[src/rtl/wb_arbiter.sv]
// Two-lane writeback arbiter: per-lane FIFOs feeding one register-file
// write port with round-robin grant and a pending-destination scoreboard.
module wb_arbiter #(
    parameter int DW    = 16,
    parameter int DEPTH = 2
) (
    input  logic          clk,
    input  logic          rst_n,
    input  logic          in0_valid,
    input  logic [2:0]    in0_rd,
    input  logic [DW-1:0] in0_data,
    output logic          in0_ready,
    input  logic          in1_valid,
    input  logic [2:0]    in1_rd,
    input  logic [DW-1:0] in1_data,
    output logic          in1_ready,
    output logic          wb_en,
    output logic [2:0]    wb_rd,
    output logic [DW-1:0] wb_data,
    output logic          wb_lane,
    output logic [7:0]    pending
);

    localparam int AW = $clog2(DEPTH);
    localparam logic [AW:0] FULL = (AW+1)'(DEPTH);

    logic [1:0]    valid;
    logic [1:0]    ready;
    logic [1:0]    push;
    logic [1:0]    pop;
    logic [1:0]    nempty;
    logic          any;
    logic          gnt;
    logic          last_grant;

    logic [2:0]    rd_in   [2];
    logic [DW-1:0] data_in [2];

    logic [2:0]    q_rd    [2][DEPTH];
    logic [DW-1:0] q_data  [2][DEPTH];
    logic [AW-1:0] wptr    [2];
    logic [AW-1:0] rptr    [2];
    logic [AW:0]   cnt     [2];

    assign valid      = {in1_valid, in0_valid};
    assign rd_in[0]   = in0_rd;
    assign rd_in[1]   = in1_rd;
    assign data_in[0] = in0_data;
    assign data_in[1] = in1_data;
    assign in0_ready  = ready[0];
    assign in1_ready  = ready[1];

    // ready looks only at the registered count, and is forced low in reset
    always_comb begin
        nempty = '0;
        ready  = '0;
        for (int l = 0; l < 2; l++) begin
            nempty[l] = (cnt[l] != '0);
            ready[l]  = rst_n && (cnt[l] != FULL);
        end
    end

    assign push = valid & ready;
    assign any  = |nempty;

    always_comb begin
        gnt = 1'b0;
        unique case (1'b1)
            &nempty:          gnt = ~last_grant;
            nempty == 2'b10:  gnt = 1'b1;
            default:          gnt = 1'b0;
        endcase
    end

    assign pop = {any & gnt, any & ~gnt};

    always_ff @(posedge clk) begin
        for (int l = 0; l < 2; l++) begin
            if (push[l]) begin
                q_rd[l][wptr[l]]   <= rd_in[l];
                q_data[l][wptr[l]] <= data_in[l];
            end
        end
    end

    always_ff @(posedge clk or negedge rst_n) begin
        if (!rst_n) begin
            for (int l = 0; l < 2; l++) begin
                wptr[l] <= '0;
                rptr[l] <= '0;
                cnt[l]  <= '0;
            end
            last_grant <= 1'b1;
            wb_en      <= 1'b0;
            wb_rd      <= '0;
            wb_data    <= '0;
            wb_lane    <= 1'b0;
        end else begin
            for (int l = 0; l < 2; l++) begin
                if (push[l])
                    wptr[l] <= wptr[l] + 1'b1;
                if (pop[l])
                    rptr[l] <= rptr[l] + 1'b1;
                case ({push[l], pop[l]})
                    2'b10:   cnt[l] <= cnt[l] + 1'b1;
                    2'b01:   cnt[l] <= cnt[l] - 1'b1;
                    default: cnt[l] <= cnt[l];
                endcase
            end
            wb_en <= any;
            if (any) begin
                last_grant <= gnt;
                wb_rd      <= q_rd[gnt][rptr[gnt]];
                wb_data    <= q_data[gnt][rptr[gnt]];
                wb_lane    <= gnt;
            end
        end
    end

    // an entry is live when its offset from the read pointer is below count
    always_comb begin
        pending = '0;
        if (wb_en)
            pending[wb_rd] = 1'b1;
        for (int l = 0; l < 2; l++) begin
            for (int i = 0; i < DEPTH; i++) begin
                if ({1'b0, AW'(i) - rptr[l]} < cnt[l])
                    pending[q_rd[l][i]] = 1'b1;
            end
        end
    end

endmodule

[config.mk]
export PLATFORM = sky130hd
export DESIGN_NAME = wb_arbiter
export DESIGN_NICKNAME = d
export VERILOG_FILES = /design/src/rtl/wb_arbiter.sv
export SDC_FILE = /design/constraint.sdc
export NUM_CORES = 1
export LEC_CHECK = 0
export ABC_CLOCK_PERIOD_IN_PS = 2600
export CELL_PAD_IN_SITES_DETAIL_PLACEMENT = 1
export CELL_PAD_IN_SITES_GLOBAL_PLACEMENT = 2
export CORE_MARGIN = 3
export CORE_UTILIZATION = 37
export CTS_CLUSTER_SIZE = 25
export DETAILED_ROUTE_END_ITERATION = 8
export GPL_TIMING_DRIVEN = 0
export MAX_ROUTING_LAYER = met4
export PLACE_DENSITY = 0.82
export SYNTH_ARGS = -nofsm -noshare
export SYNTH_HDL_FRONTEND = slang
export SYNTH_SLANG_ARGS = --single-unit
[constraint.sdc]
create_clock -name clk -period 2.6 [get_ports clk]
set_input_delay 0.52 -clock clk [delete_from_list [all_inputs] [get_ports clk]]
set_output_delay 0.52 -clock clk [all_outputs]
set_load 0.005 [all_outputs]
**Word level (Yosys, flattened, before mapping)**

Memories as Yosys holds them, arrays and structs flattened.
Cells that the tools add are included.
Widths: inputs -> output; s select.

- Register bits after elaboration: 30
- Bits in writable memories: 76
- Input bits: 42
- Memories: 2

Memories:

| memory | words | width | read ports | clocked after memory_dff | wr ports | RTL line | RTL |
|---|---|---|---|---|---|---|---|
| q_data | 2 | 32 | 1 | 0 | 2 | 40 | `logic [DW-1:0] q_data [2][DEPTH];` |
| q_rd | 2 | 6 | 3 | 0 | 2 | 39 | `logic [2:0] q_rd [2][DEPTH];` |

- $add $sub $neg: 12
- Bitwise operators: 13
- Order comparisons: 20
- Equality and inequality tests: 7
- Muxes and demuxes: 41
- Reduce and logical (&&, ||, !) cells: 15

Operator list:

| cell | number |
|---|---|
| $mux 16 | 5 |
| $mux 32 | 2 |
| $mux 8 | 5 |
| $demux 16 s1 | 2 |
| $or 8x8->8 | 4 |
| $lt 3x4->1 const B | 5 |
| $demux 1 s3 | 5 |
| $ge 3x1->1 const B | 5 |
| $mux 3 | 5 |
| $mux 6 | 2 |
| $mux 1 | 10 |
| $logic_and 1x1->1 | 9 |
| $ge 2x2->1 const B | 4 |
| $lt 1x2->1 | 4 |
| $not 1->2 | 4 |
| $pmux 2 s2 | 2 |
| $reduce_bool 2->1 | 4 |
| $demux 3 s1 | 2 |
| $eq 2x2->1 const B | 3 |
| $add 1x1->1 const B | 4 |
| $add 2x1->2 const B | 2 |
| $eq 2x1->1 const B | 2 |
| $lt 2x1->1 const B | 2 |
| $ne 2x2->1 const B | 2 |
| 8 further kinds | 14 |

**Depth between registers and ports, before layout**

- Depth in word-level cells: 13
- Mapped depth: 9

**Least setup slack after synthesis**

Ideal clock, no wire load.

- Kind: input port to flip-flop
- From: input port rst_n
- To: memory q_data[0][16] in the netlist's numbering, enable pin
- Setup time: 0.395 ns
- Stages: 3
- Arrival time: 1.813 ns
- Setup slack: 0.393 ns
- Data required time: 2.205 ns
- Cells stage by stage: a21boi_0 -> nand2_1 -> nor2_1

RTL lines:

| what | RTL line | RTL |
|---|---|---|
| from (decl) | 8 | `input logic rst_n,` |
| to (decl) | 40 |  |

**Final worst setup path**

- From: register cnt[3] in the netlist's numbering
- To: output port pending[6]

- Longest elaborated chain between the ends: 8

RTL lines:

| what | RTL line | RTL |
|---|---|---|
| from (decl) | 43 | `logic [AW:0] cnt [2];` |
| from (signal, indexed assignment) | 105 | `2'b10: cnt[l] <= cnt[l] + 1'b1;` |
| from (signal, indexed assignment) | 106 | `2'b01: cnt[l] <= cnt[l] - 1'b1;` |
| from (signal, indexed assignment) | 107 | `default: cnt[l] <= cnt[l];` |
| $lt 1x2->1 | 127 | `if ({1'b0, AW'(i) - rptr[l]} < cnt[l])` |
| $mux 8 | 127 |  |
| $or 8x8->8 (no line) | n/a |  |
| $mux 8 (*) | 127 |  |
| $or 8x8->8 (no line) | n/a |  |
| $mux 8 (*) | 127 |  |
| $or 8x8->8 (no line) | n/a |  |
| $mux 8 (*) | 127 |  |
| to (decl) | 21 | `output logic [7:0] pending` |

Mark *: on every way between the ends. The rest lies on a longest branch, timed or not.

==> flow_metrics.env <==
export IMPL_status="complete, no violations"
export IMPL_final_util=0.5048
export IMPL_grt_pass1_wl_um=17370
export IMPL_ant_nets=0
export IMPL_holdCritPathClass="input pin to async pin"
export IMPL_yosys_cell_types_count=46
export IMPL_synth_flop_cell="edfxtp_1"
export IMPL_die_area_um2=13530
export IMPL_hold_viol=0
export IMPL_critPathSlowestCell="clkdlybuf4s50_1"
export IMPL_drv_slew=0
export IMPL_final_nets=441
export IMPL_globalplace_congestion=0.7694
export IMPL_ys_warn_count=0
export IMPL_synthesis_nets=343
export IMPL_die_w_um=116.3
export IMPL_rows=39
export IMPL_path_max_fanout=6
export IMPL_core_area_um2=11660
export IMPL_ios=73
export IMPL_initial_utilization=0.3860
export IMPL_crit_arrival_ps=2000
export IMPL_p_leak_nw=2.147
export IMPL_antenna_found_initial=0
export IMPL_multiInputGateArea_um2=1388
export IMPL_numCtsBuffers=9
export IMPL_cts_sinks=106
export IMPL_cp_end_kind="output port"
export IMPL_grt_start_max_net_pins=33
export IMPL_cp_slowest_stage_delay_ps=500
export IMPL_yosys_register_bits=106
export IMPL_synth_avg_cell_area_um2=15.06
export IMPL_dr_pass1_iters=4
export IMPL_clk_pin_slew_ps=70
export IMPL_pwr_density_cell_nw_per_um2=1134
export IMPL_area_delta_synth_final_pct=30.77
export IMPL_layout_commonest_cell="edfxtp_1"
export IMPL_layout_common_cells="edfxtp_1, clkdlybuf4s50_1, dfrtp_1, nand3_1"
export IMPL_grt_pass1_vias=3268
export IMPL_wl_um=11040
export IMPL_cp_required_ps=2080
export IMPL_syn_inst=299
export IMPL_vias=2987
export IMPL_filler_cell_count=1135
export IMPL_finalCriticalPeriod_ps=2517
export IMPL_worstSetupStartpointType="register"
export IMPL_ctsHtreeMaxLevel=3
export IMPL_synth_edf_count=76
export IMPL_setup_viol=0
export IMPL_async_reset_ff_frac=0.2830
export IMPL_fin_crit_sh=0.9680
export IMPL_die_y_um=116.3
export IMPL_overflow=0
export IMPL_critPathTopFamily="buffers and inverters"
export IMPL_yosysSeqAreaShare=0.6740
export IMPL_layout_drive_gt1_share=0.1866
export IMPL_tightest_slew_ps=1058
export IMPL_cts_tree="built"
export IMPL_maxCapViolations=0
export IMPL_critPathKind="register to output port"
export IMPL_skew_ps=9.394
export IMPL_crit_buf_inv=2
export IMPL_slew_headroom=0.2949
export IMPL_portBuffers=72
export IMPL_seqCellArea_um2=3038
export IMPL_max_vdd_ir_drop_mv=0.4558
export IMPL_grt_usage=0.1763
export IMPL_fmax_ghz=0.3973
export IMPL_clock_latency_ps=350
export IMPL_syn_area_um2=4502
export IMPL_clk_path_buf_depth=2
export IMPL_antennaDiodeCount=0
export IMPL_avgViaCountPerCell=5.481
export IMPL_drc_errors=0
export IMPL_cts_root_buf="clkbuf_16"
export IMPL_dp_slack_ps=-274.7
export IMPL_dr_first_iter_drc_count=165
export IMPL_post_drt_wl_per_cell_um=20.26
export IMPL_total_power_mw=6.678
export IMPL_holdBufCountCts=0
export IMPL_hpwl_um=7518
export IMPL_crit_chain="a21oi_4 > buf_4 > nor4bb_1 > a31oi_1 > nand3_1 > clkdlybuf4s50_1"
export IMPL_setup_ws_ps=83.09
==> kinds of logic after synthesis <==
kind of cell / after synthesis / share of synthesized area
DFF: 106 / 0.6740
buffers and inverters: 23 / 0.02946
adders and majority gates: 2 / 0.005558
and+or+nand+nor: 80 / 0.1042
muxes: 38 / 0.08977
xor gates and xnor gates: 10 / 0.01946
AOI/OAI and AO/OA: 40 / 0.07755
==> synthesized netlist by cell type (2+ instances only) <==
| master | n | area, µm² |
|---|---|---|
| nor4b_1 | 2 | 17.52 |
| mux2i_1 | 19 | 190.2 |
| buf_6 | 6 | 67.56 |
| nor3_1 | 3 | 15.01 |
| edfxtp_1 | 76 | 2282 |
| xnor2_1 | 9 | 78.83 |
| o21ai_0 | 2 | 10.01 |
| nor2_1 | 8 | 30.03 |
| nor3b_1 | 2 | 15.01 |
| buf_1 | 2 | 7.510 |
| a21oi_1 | 5 | 25.02 |
| nand2_1 | 8 | 30.03 |
| or4b_2 | 2 | 20.02 |
| o221a_1 | 19 | 214.0 |
| clkbuf_1 | 8 | 30.03 |
| nand4b_1 | 3 | 26.28 |
| ha_1 | 2 | 25.02 |
| nor4_1 | 2 | 12.51 |
| inv_1 | 6 | 22.52 |
| a31oi_1 | 6 | 37.54 |
| nand3b_1 | 2 | 15.01 |
| nor2b_1 | 5 | 31.28 |
| dfrtp_1 | 29 | 725.7 |
| nand4_1 | 7 | 43.79 |
| nand3_1 | 25 | 125.1 |
| mux2_2 | 19 | 214.0 |
| and3_1 | 3 | 18.77 |
==> flip-flops by register name, summed over array words and instances (netlist names) <==
| signal | flops |
|---|---|
| q_rd | 12 |
| q_data | 64 |
| wb_rd | 3 |
| rptr | 2 |
| wb_en | 1 |
| wb_lane | 1 |
| wb_data | 16 |
| last_grant | 1 |
| cnt | 4 |
| wptr | 2 |
==> path summary, 6_finish.rpt <==
check / start / endpoint / slack [ps] / depth (start not counted)
max: cnt[3] / pending[6] / 80 / 6
min: rst_n / wptr[1] / 100 / 1
max reg2reg: cnt[2] / q_data[0][12] / 400 / 5
min reg2reg: wptr[1] / wptr[1] / 520 / 1
max in group asynchronous: rst_n / last_grant / 2160 / 1
min in group clk: wptr[1] / wptr[1] / 520 / 1
==> layer usage <==
metal / track usage / wire [µm]
met1: 0.2258 / 4863
met4: 0.05800 / 160
met5: - / 0
met2: 0.2906 / 5569
met3: 0.02435 / 450
==> report_power, final <==
part           internal, mW  switching (mW)  leakage, nW
combinational          1.47            1.30        0.973
clock                 0.669           0.639        0.143
sequential             2.26           0.343         1.03
==> metrics by stage <==
| stage | hold slack (ps) | instances | TNS (ps) | instance area, µm² |
|---|---|---|---|---|
| after floorplan | 224.4 | 299 | 0 | 4502 |
| after global placement | 476.4 | 514 | -114180 | 5401 |
| after detailed placement | 498.8 | 516 | -9337 | 5431 |
| after CTS | 112.6 | 540 | 0 | 5812 |
| after global routing | 124.9 | 545 | -10.32 | 5887 |
| final | 103.1 | 545 | 0 | 5887 |
==> layout make-up <==
| cell class | count | area share |
|---|---|---|
| inverters | 6 | 0.003826 |
| well taps | 143 | 0.03039 |
| flip-flops and latches | 106 | 0.5160 |
| clock inverters | 7 | 0.01020 |
| multi-input cells | 170 | 0.2357 |
| clock buffers | 9 | 0.03826 |
| repair buffers | 88 | 0.1464 |
| plain buffers | 16 | 0.01913 |
==> timing repair <==
| item | in CTS | in global routing |
|---|---|---|
| pin swaps | 2 | 2 |
| endpoints found under the setup margin | 9 | 5 |
| gates resized for setup | 11 | 10 |
| setup buffers | 9 | 5 |
No activity file was read; power rests on OpenSTA's default activity.
